==> src/rtl/control_unit.sv <==
// ---------------------------------------------------------------------------
// control_unit
//
// Multi-cycle controller for a 16-bit accumulator-free RISC datapath. Fetches
// one instruction per pass from a combinational instruction memory, decodes
// it into register addresses / immediate / ALU select, and sequences the
// datapath write enables through FETCH -> DECODE -> EXECUTE (-> MEM -> WB for
// loads). Branches are resolved in EXECUTE from the live datapath flags.
//
// Optional build macro:
//   CONTROL_STEP_EN  - adds input `step`; FETCH only advances on a rising
//                      edge that samples step = 1 (single-step debug).
//
// Ports:
//   clock       in   1   system clock, rising edge
//   reset       in   1   asynchronous, active-high reset
//   step        in   1   single-step enable (CONTROL_STEP_EN builds only)
//   instr_addr  out  8   instruction memory address (= pc)
//   instr_data  in  16   instruction word read at instr_addr
//   zero_flag   in   1   datapath: alu_out == 0
//   pos_flag    in   1   datapath: alu_out[15] == 0
//   rf_write    out  1   register file write enable
//   rs_addr     out  3   source register A
//   rt_addr     out  3   source register B
//   rd_addr     out  3   destination register
//   imm_data    out 16   immediate for ALU in1
//   alu_sel     out  4   ALU operation
//   imm_sel     out  1   1 = ALU in1 takes imm_data
//   mem_write   out  1   data memory write enable
//   mem_sel     out  1   1 = register file data comes from memory
//   halted      out  1   processor stopped
//   illegal_op  out  1   sticky: an undefined opcode was fetched
// ---------------------------------------------------------------------------
module control_unit #(
  parameter logic [3:0] ALU_ADD   = 4'h0,
  parameter logic [3:0] ALU_SUB   = 4'h1,
  parameter logic [3:0] ALU_PASSB = 4'h8
) (
  input  logic        clock,
  input  logic        reset,
`ifdef CONTROL_STEP_EN
  input  logic        step,
`endif
  output logic [7:0]  instr_addr,
  input  logic [15:0] instr_data,
  input  logic        zero_flag,
  input  logic        pos_flag,
  output logic        rf_write,
  output logic [2:0]  rs_addr,
  output logic [2:0]  rt_addr,
  output logic [2:0]  rd_addr,
  output logic [15:0] imm_data,
  output logic [3:0]  alu_sel,
  output logic        imm_sel,
  output logic        mem_write,
  output logic        mem_sel,
  output logic        halted,
  output logic        illegal_op
);

  localparam logic [3:0] OP_NOP  = 4'h0;
  localparam logic [3:0] OP_ALU  = 4'h1;
  localparam logic [3:0] OP_ADDI = 4'h2;
  localparam logic [3:0] OP_LD   = 4'h3;
  localparam logic [3:0] OP_ST   = 4'h4;
  localparam logic [3:0] OP_BZ   = 4'h5;
  localparam logic [3:0] OP_BP   = 4'h6;
  localparam logic [3:0] OP_BEQ  = 4'h7;
  localparam logic [3:0] OP_JMP  = 4'h8;
  localparam logic [3:0] OP_HALT = 4'hF;

  typedef enum logic [2:0] {
    S_FETCH   = 3'd0,
    S_DECODE  = 3'd1,
    S_EXECUTE = 3'd2,
    S_MEM     = 3'd3,
    S_WB      = 3'd4,
    S_HALT    = 3'd5
  } state_t;

  state_t             r_state;
  state_t             w_state_nxt;
  logic [7:0]         r_pc;
  logic [15:0]        r_ir;
  logic               r_illegal;

  logic [3:0]         w_op;
  logic               w_fetch_go;
  logic               w_br_taken;
  logic signed [7:0]  w_br_off;

  function automatic logic [15:0] sext6(input logic [5:0] v);
    return {{10{v[5]}}, v};
  endfunction

  function automatic logic is_illegal(input logic [3:0] op);
    return (op >= 4'h9) && (op <= 4'hE);
  endfunction

  assign w_op = r_ir[15:12];

`ifdef CONTROL_STEP_EN
  assign w_fetch_go = step;
`else
  assign w_fetch_go = 1'b1;
`endif

  // BZ/BP carry a 9-bit offset; only its low 8 bits matter for 8-bit
  // modulo pc arithmetic. BEQ carries a 6-bit offset that is sign-extended.
  assign w_br_off   = (w_op == OP_BEQ) ? $signed({{2{r_ir[5]}}, r_ir[5:0]})
                                       : $signed(r_ir[7:0]);
  assign w_br_taken = ((w_op == OP_BZ)  && zero_flag) ||
                      ((w_op == OP_BP)  && pos_flag)  ||
                      ((w_op == OP_BEQ) && zero_flag);

  // State register
  always_ff @(posedge clock or posedge reset) begin
    if (reset) begin
      r_state <= S_FETCH;
    end else begin
      r_state <= w_state_nxt;
    end
  end

  // pc / IR / sticky illegal flag
  always_ff @(posedge clock or posedge reset) begin
    if (reset) begin
      r_pc      <= 8'h00;
      r_ir      <= 16'h0000;
      r_illegal <= 1'b0;
    end else begin
      case (r_state)
        S_FETCH: begin
          if (w_fetch_go) begin
            r_ir <= instr_data;
            r_pc <= r_pc + 8'd1;
            if (is_illegal(instr_data[15:12])) begin
              r_illegal <= 1'b1;
            end
          end
        end
        S_EXECUTE: begin
          // pc already points past this instruction, so the offset is
          // relative to the following instruction.
          if (w_op == OP_JMP) begin
            r_pc <= r_ir[7:0];
          end else if (w_br_taken) begin
            r_pc <= r_pc + $unsigned(w_br_off);
          end
        end
        default: ;
      endcase
    end
  end

  // Next-state logic
  always_comb begin
    w_state_nxt = r_state;
    case (r_state)
      S_FETCH:   w_state_nxt = w_fetch_go ? S_DECODE : S_FETCH;
      S_DECODE:  w_state_nxt = S_EXECUTE;
      S_EXECUTE: begin
        if (w_op == OP_LD) begin
          w_state_nxt = S_MEM;
        end else if (w_op == OP_HALT) begin
          w_state_nxt = S_HALT;
        end else begin
          w_state_nxt = S_FETCH;
        end
      end
      S_MEM:     w_state_nxt = S_WB;
      S_WB:      w_state_nxt = S_FETCH;
      S_HALT:    w_state_nxt = S_HALT;
      default:   w_state_nxt = S_FETCH;
    endcase
  end

  // Moore outputs: decoded fields are only presented while an instruction is
  // in flight, so FETCH and HALT (and the reset state) drive all zeros.
  assign instr_addr = r_pc;
  assign illegal_op = r_illegal;

  always_comb begin
    rf_write  = 1'b0;
    mem_write = 1'b0;
    mem_sel   = 1'b0;
    imm_sel   = 1'b0;
    rs_addr   = 3'd0;
    rt_addr   = 3'd0;
    rd_addr   = 3'd0;
    imm_data  = 16'h0000;
    alu_sel   = 4'h0;
    halted    = (r_state == S_HALT);

    if (r_state inside {S_DECODE, S_EXECUTE, S_MEM, S_WB}) begin
      case (w_op)
        OP_ALU: begin
          rd_addr = r_ir[11:9];
          rs_addr = r_ir[8:6];
          rt_addr = r_ir[5:3];
          alu_sel = {1'b0, r_ir[2:0]};
        end
        OP_ADDI, OP_LD: begin
          rd_addr  = r_ir[11:9];
          rs_addr  = r_ir[8:6];
          imm_data = sext6(r_ir[5:0]);
          alu_sel  = ALU_ADD;
          imm_sel  = 1'b1;
        end
        OP_ST: begin
          // ALU passes the 5-bit address through; rs supplies store data.
          rs_addr  = r_ir[8:6];
          imm_data = {11'd0, r_ir[4:0]};
          alu_sel  = ALU_PASSB;
          imm_sel  = 1'b1;
        end
        OP_BZ, OP_BP: begin
          // rs + 0 exposes rs on the flags.
          rs_addr = r_ir[11:9];
          alu_sel = ALU_ADD;
          imm_sel = 1'b1;
        end
        OP_BEQ: begin
          rs_addr = r_ir[11:9];
          rt_addr = r_ir[8:6];
          alu_sel = ALU_SUB;
        end
        default: ;
      endcase

      if (r_state == S_EXECUTE) begin
        rf_write  = (w_op == OP_ALU) || (w_op == OP_ADDI);
        mem_write = (w_op == OP_ST);
      end
      // WB is only reachable through a load.
      if (r_state == S_WB) begin
        rf_write = 1'b1;
        mem_sel  = 1'b1;
      end
    end
  end

endmodule

==> config.mk <==
export PLATFORM = sky130hd
export DESIGN_NAME = control_unit
export DESIGN_NICKNAME = d
export VERILOG_FILES = /design/src/rtl/control_unit.sv
export SDC_FILE = /design/constraint.sdc
export NUM_CORES = 1
export LEC_CHECK = 0
export ABC_CLOCK_PERIOD_IN_PS = 2500
export BUFFER_PORTS_ARGS = -buffer_cell sky130_fd_sc_hd__buf_2
export CAP_MARGIN = 30
export CORE_ASPECT_RATIO = 2
export CORE_UTILIZATION = 35
export CTS_CLUSTER_SIZE = 10
export DETAILED_ROUTE_END_ITERATION = 10
export GPL_TIMING_DRIVEN = 0
export HOLD_SLACK_MARGIN = 0.1
export PLACE_DENSITY = 0.63
export SLEW_MARGIN = 20
export SYNTH_ARGS = -nofsm -noshare
export SYNTH_HDL_FRONTEND = slang
export SYNTH_SLANG_ARGS = --single-unit
==> constraint.sdc <==
create_clock -name clock -period 2.5 [get_ports clock]
set_input_delay 0 -clock clock [delete_from_list [all_inputs] [get_ports clock]]
set_output_delay 0 -clock clock [all_outputs]
set_load 0.01 [all_outputs]
After elaboration in Yosys (flattened, before gate mapping)
Cells that the tools add are included.

Add/subtract/negate cells: 2. Magnitude comparators: 2. Equality and inequality tests: 15. Multiplexer cells: 26. Reduce and logical (&&, ||, !) cells: 17.

Operators with widths (count): $pmux W16 S2 (1); $mux W8 (3); $mux W3 (6); $eq A4 B3 Y1 const B (4); $mux W16 (1); $pmux W8 S2 (1); $pmux W3 S5 (1); $pmux W3 S2 (2); $pmux W4 S3 (1); $mux W1 (9); $add A8 B1 Y8 const B (1); $add A8 B8 Y8 (1); $eq A4 B2 Y1 const B (2); $eq A4 B4 Y1 const B (2); $eq A3 B2 Y1 const B (2); $eq A3 B3 Y1 const B (2); $reduce_or A3 Y1 (2); $reduce_or A5 Y1 (1); $eq A4 B1 Y1 const B (1); $ge A4 B4 Y1 const B (1); $le A4 B4 Y1 const B (1); $logic_and A1 B1 Y1 (4); $mux W4 (1); $reduce_and A2 Y1 (2); other kinds (8) (10).

Flip-flop bits (word level): 28. Bits of input ports: 20. Output and inout port bits: 43. Logic and storage cells: 66.

Longest topological paths before layout
Depth after elaboration: 7. Gate-level depth with buffers: 9.

Worst setup path before layout
OpenSTA, ideal clock, no wires.

Kind: reg2reg. From: reg r_ir[13]. To: reg r_pc[6], in the netlist instr_addr[6]. Library setup time: 0.127 ns. Data arrival time: 2.027 ns. Required time: 2.373 ns. Path slack: 0.346 ns. Stages on the path, launching flop included: 10. Buffers on the path: 1. Period minus slack after synthesis: 2.154 ns. Cells stage by stage: dfrtp_1 > buf_2 > nand4b_1 > mux2_2 > ha_1 > a211o_1 > nand3_1 > nand3_1 > a211oi_1 > nor3_1.

Word-level cells in the longest chain between the ends: 6.

RTL lines: start: declaration (RTL line 84) `logic [15:0] r_ir;`; start signal: assignment (RTL line 135) `r_ir <= instr_data;`; $eq A4 B3 Y1, on equally long branches; $mux W8 (tied with other cells) (RTL line 110) `assign w_br_off = (w_op == OP_BEQ) ? $signed({{2{r_ir[5]}}, r_ir[5:0]})`; $add A8 B8 Y8 / $logic_or A1 B1 Y1 (equally long branches) (RTL line 148, 112); $mux W8 / $logic_or A1 B1 Y1 (equally long branches) (RTL line 147, 113); $mux W8 / $ne A3 B3 Y1 (equally long branches); $pmux W8 S2 / $reduce_and A2 Y1 (equally long branches); end signal: assignment (RTL line 136) `r_pc <= r_pc + 8'd1;`; end signal: assignment (RTL line 146) `r_pc <= r_ir[7:0];`; end signal: assignment (RTL line 148) `r_pc <= r_pc + $unsigned(w_br_off);`; end: declaration (RTL line 83) `logic [7:0] r_pc;`.

Several ways; a longest one is shown, not always the timed one. The select of a mux whose other input is x is not followed. A chain may end at the register's enable or synchronous reset.

Worst setup path in the final report
From: reg r_ir[15]. To: reg r_pc[6], in the netlist instr_addr[6].

The elaborated chain is that of the path after synthesis.

==> results.cfg <==
[global_routing]
antenna_found_initial = 0
use_met1_pct = 19.9
use_met3_pct = 2.26
busiest_layer = met2
met2_usage_pct = 40.2
gr-total-overflow = 0
grt_max_degree = 29
grt_pass1_vias = 2266
grt_usage_pct = 21.0
grt_pass1_wl_um = 10600

[clocking]
htreeDepth = 1
cts_tree = yes
clockRootBuffer = clkbuf_16
clk_latency_ns = 0.26
cts_sinks = 28
clk_pin_slew_ns = 0.07
clk_path_buf_depth = 2
cts_buffers = 3

[timing]
fin_ws_ns = 0.128
post-route-period-util_pct = 94.9
relSlewSlack_pct = 35.3
rsz0062_at_grt = no
maxSlewViolCount = 0
tightest_slew_ns = 0.968
finalSetupViolCount = 0
finalSetupTns_ns = 0
hold_viol = 0
fmax_mhz = 422
period_minus_slack_ns = 2.37
fin_skew_ns = 0.00490

[synth]
synth_ff_type = dfrtp_1
synth_edf_count = 0
async_flop_share_pct = 100
ys_seq_elements = 28
synth.avg_cell_area_um2 = 8.69
yosysSeqAreaShare_pct = 31.9
synth.distinct_cells = 53
yosysWarnings = 0
syn_area_mm2 = 0.00220
synth_nets = 282
synth_cells = 253

[final_layout]
layout-drive-gt1-share_pct = 34.5
nNetsFinal = 369
fin_util_pct = 47.9
layout_common_cells = buf_2, dfrtp_1, nand2_1, nor2_1, a21oi_1
fillers = 617
num_antenna_cells = 0
syn2layout_area_growth_pct = 32.0
final_common_cell = buf_2

[power_and_ir_drop]
ir_drop_v = 0.000723
p_comb_share_pct = 68.0
power_density_mw_per_mm2 = 1480
p_int_uw = 2240
p_sw_share_pct = 47.7
pwr-share-seq_pct = 22.7
power.leakage_uw = 0.00140
switching_power_uw = 2050
power_frac_clock_pct = 9.3

[floorplanning]
die_w_um = 58.0
rows = 40
io_pins = 63
die_area_mm2 = 0.00662
start_util_pct = 36.3
die_height_um = 114
coreArea_mm2 = 0.00606

[worst_setup_path]
worstSetupPathType = reg2reg
critPathLaunch = r_ir[15]
cp_max_fo = 10
cp_data_required_time_ns = 2.65
end_kind = flop
cp_data_arrival_time_ns = 2.52
crit_path_start_kind = flop
r2r_start = r_ir[15]

[place]
portBuffers = 62
dp_hpwl_um = 4990
gp_congestion = 0.887
pre_cts_ws_ns = 0.135

[route]
postRouteAntennaNets = 0
drt_first_pass_iters = 8
viasPerCell = 5.32
via_count = 2251
dr.first_iter.drc_count = 47
drt_wl_total_um = 6520
wl_per_cell_um = 15.4
drcViolationCount = 3

[outcome]
outcome = finished with violations
violations = design-rule violations

[run]
drv_cap = 0

[min_path]
hold_start = zero_flag
holdCritPathClass = in2reg
kinds of logic after synthesis:
group | after synthesis | share of synthesized area, %
compound gates | 67 | 20.1
buf+inv | 31 | 8.42
flops | 28 | 31.9
mux | 20 | 10.0
fa+ha+maj | 9 | 5.46
simple gates | 95 | 22.9
xor+xnor | 3 | 1.20
critical path, stage by stage, from the launching register on:
cell,delay [ns]
dfrtp_1,0.39
buf_2,0.18
nand4b_1,0.26
mux2_2,0.33
ha_1,0.32
a211o_1,0.28
nand3_1,0.08
nand3_1,0.09
a211oi_2,0.25
nor3_1,0.08
area by class of cell:
type | instances | area (um2) | area share (%)
Timing Repair Buffer | 82 | 503 | 17.3
Tap cell | 84 | 105 | 3.62
Buffer | 25 | 165 | 5.69
Sequential cell | 28 | 701 | 24.1
Clock buffer | 4 | 88.8 | 3.06
Inverter | 6 | 22.5 | 0.776
Multi-Input combinational cell | 194 | 1320 | 45.4
synth_stat cells (2+ instances only):
cell type | count | area [um2]
xnor2_1 | 2 | 17.5
inv_1 | 6 | 22.5
o22a_1 | 2 | 17.5
clkbuf_1 | 5 | 18.8
buf_4 | 10 | 75.1
dfrtp_1 | 28 | 701
ha_1 | 8 | 100
a211o_1 | 3 | 26.3
mux2_2 | 16 | 180
nor2b_1 | 2 | 12.5
nor4_1 | 3 | 18.8
mux2i_1 | 4 | 40.0
nand3_1 | 7 | 35.0
nand2b_1 | 4 | 25.0
a21o_1 | 3 | 22.5
a211oi_1 | 6 | 45.0
nor2_1 | 22 | 82.6
nand2_1 | 22 | 82.6
and2_1 | 7 | 43.8
buf_6 | 3 | 33.8
a31oi_1 | 2 | 12.5
nor3_1 | 11 | 55.1
buf_2 | 7 | 35.0
o31ai_1 | 3 | 22.5
or2_2 | 2 | 12.5
o21ai_0 | 14 | 70.1
and3_1 | 4 | 25.0
a22o_1 | 3 | 26.3
a21oi_1 | 20 | 100
final timing paths:
kind | to | slack [ns] | cells past startpoint
worst max-delay path | instr_addr[6] | 0.13 | 9
worst min-delay path | instr_addr[7] | 0.18 | 5
worst max register to register | instr_addr[6] | 0.13 | 9
worst min register to register | illegal_op | 0.47 | 1
max in group asynchronous | illegal_op | 1.75 | 3
min in group asynchronous | r_ir[0] | 0.35 | 3
power by group through the flow:
stage,clock (uW),sequential [uW],combinational [uW]
finish,397,973,2910
global route,424,1010,3230
CTS,411,968,2840
detailed placement,0,976,2800
global placement,0,968,2770
floorplan,0,905,2090
registers in the layout, indices dropped and copies added (netlist names):
signal and flops:
r_ir 16, illegal_op 1, r_state 3, instr_addr 8
per-layer routing:
layer / part of all wire [%] / vias to the layer above
met5: 0 / -
met4: 5.6 / 0
met3: 3.6 / 23
met2: 57 / 74
met1: 34 / 1067
li1: - / 1087
stage by stage:
| stage | area, um2 | total power (uW) | hold slack (ns) | instances |
|---|---|---|---|---|
| after CTS | 2870 | 4220 | 0.174 | 420 |
| final | 2900 | 4290 | 0.177 | 423 |
| after global placement | 2610 | 3740 | 0.230 | 399 |
| after global routing | 2900 | 4660 | 0.220 | 423 |
| after detailed placement | 2610 | 3780 | 0.110 | 399 |
| after floorplan | 2200 | 2990 | 0.0654 | 253 |
repair_timing:
action | CTS | global route
hold buffers | 17 | 0
buffers inserted | 0 | 3
hold endpoints to repair | 45 | 0
endpoints found under the setup margin | 0 | 5
gates resized for setup | 0 | 2
Note: power is estimated with default switching activity, not from simulation.
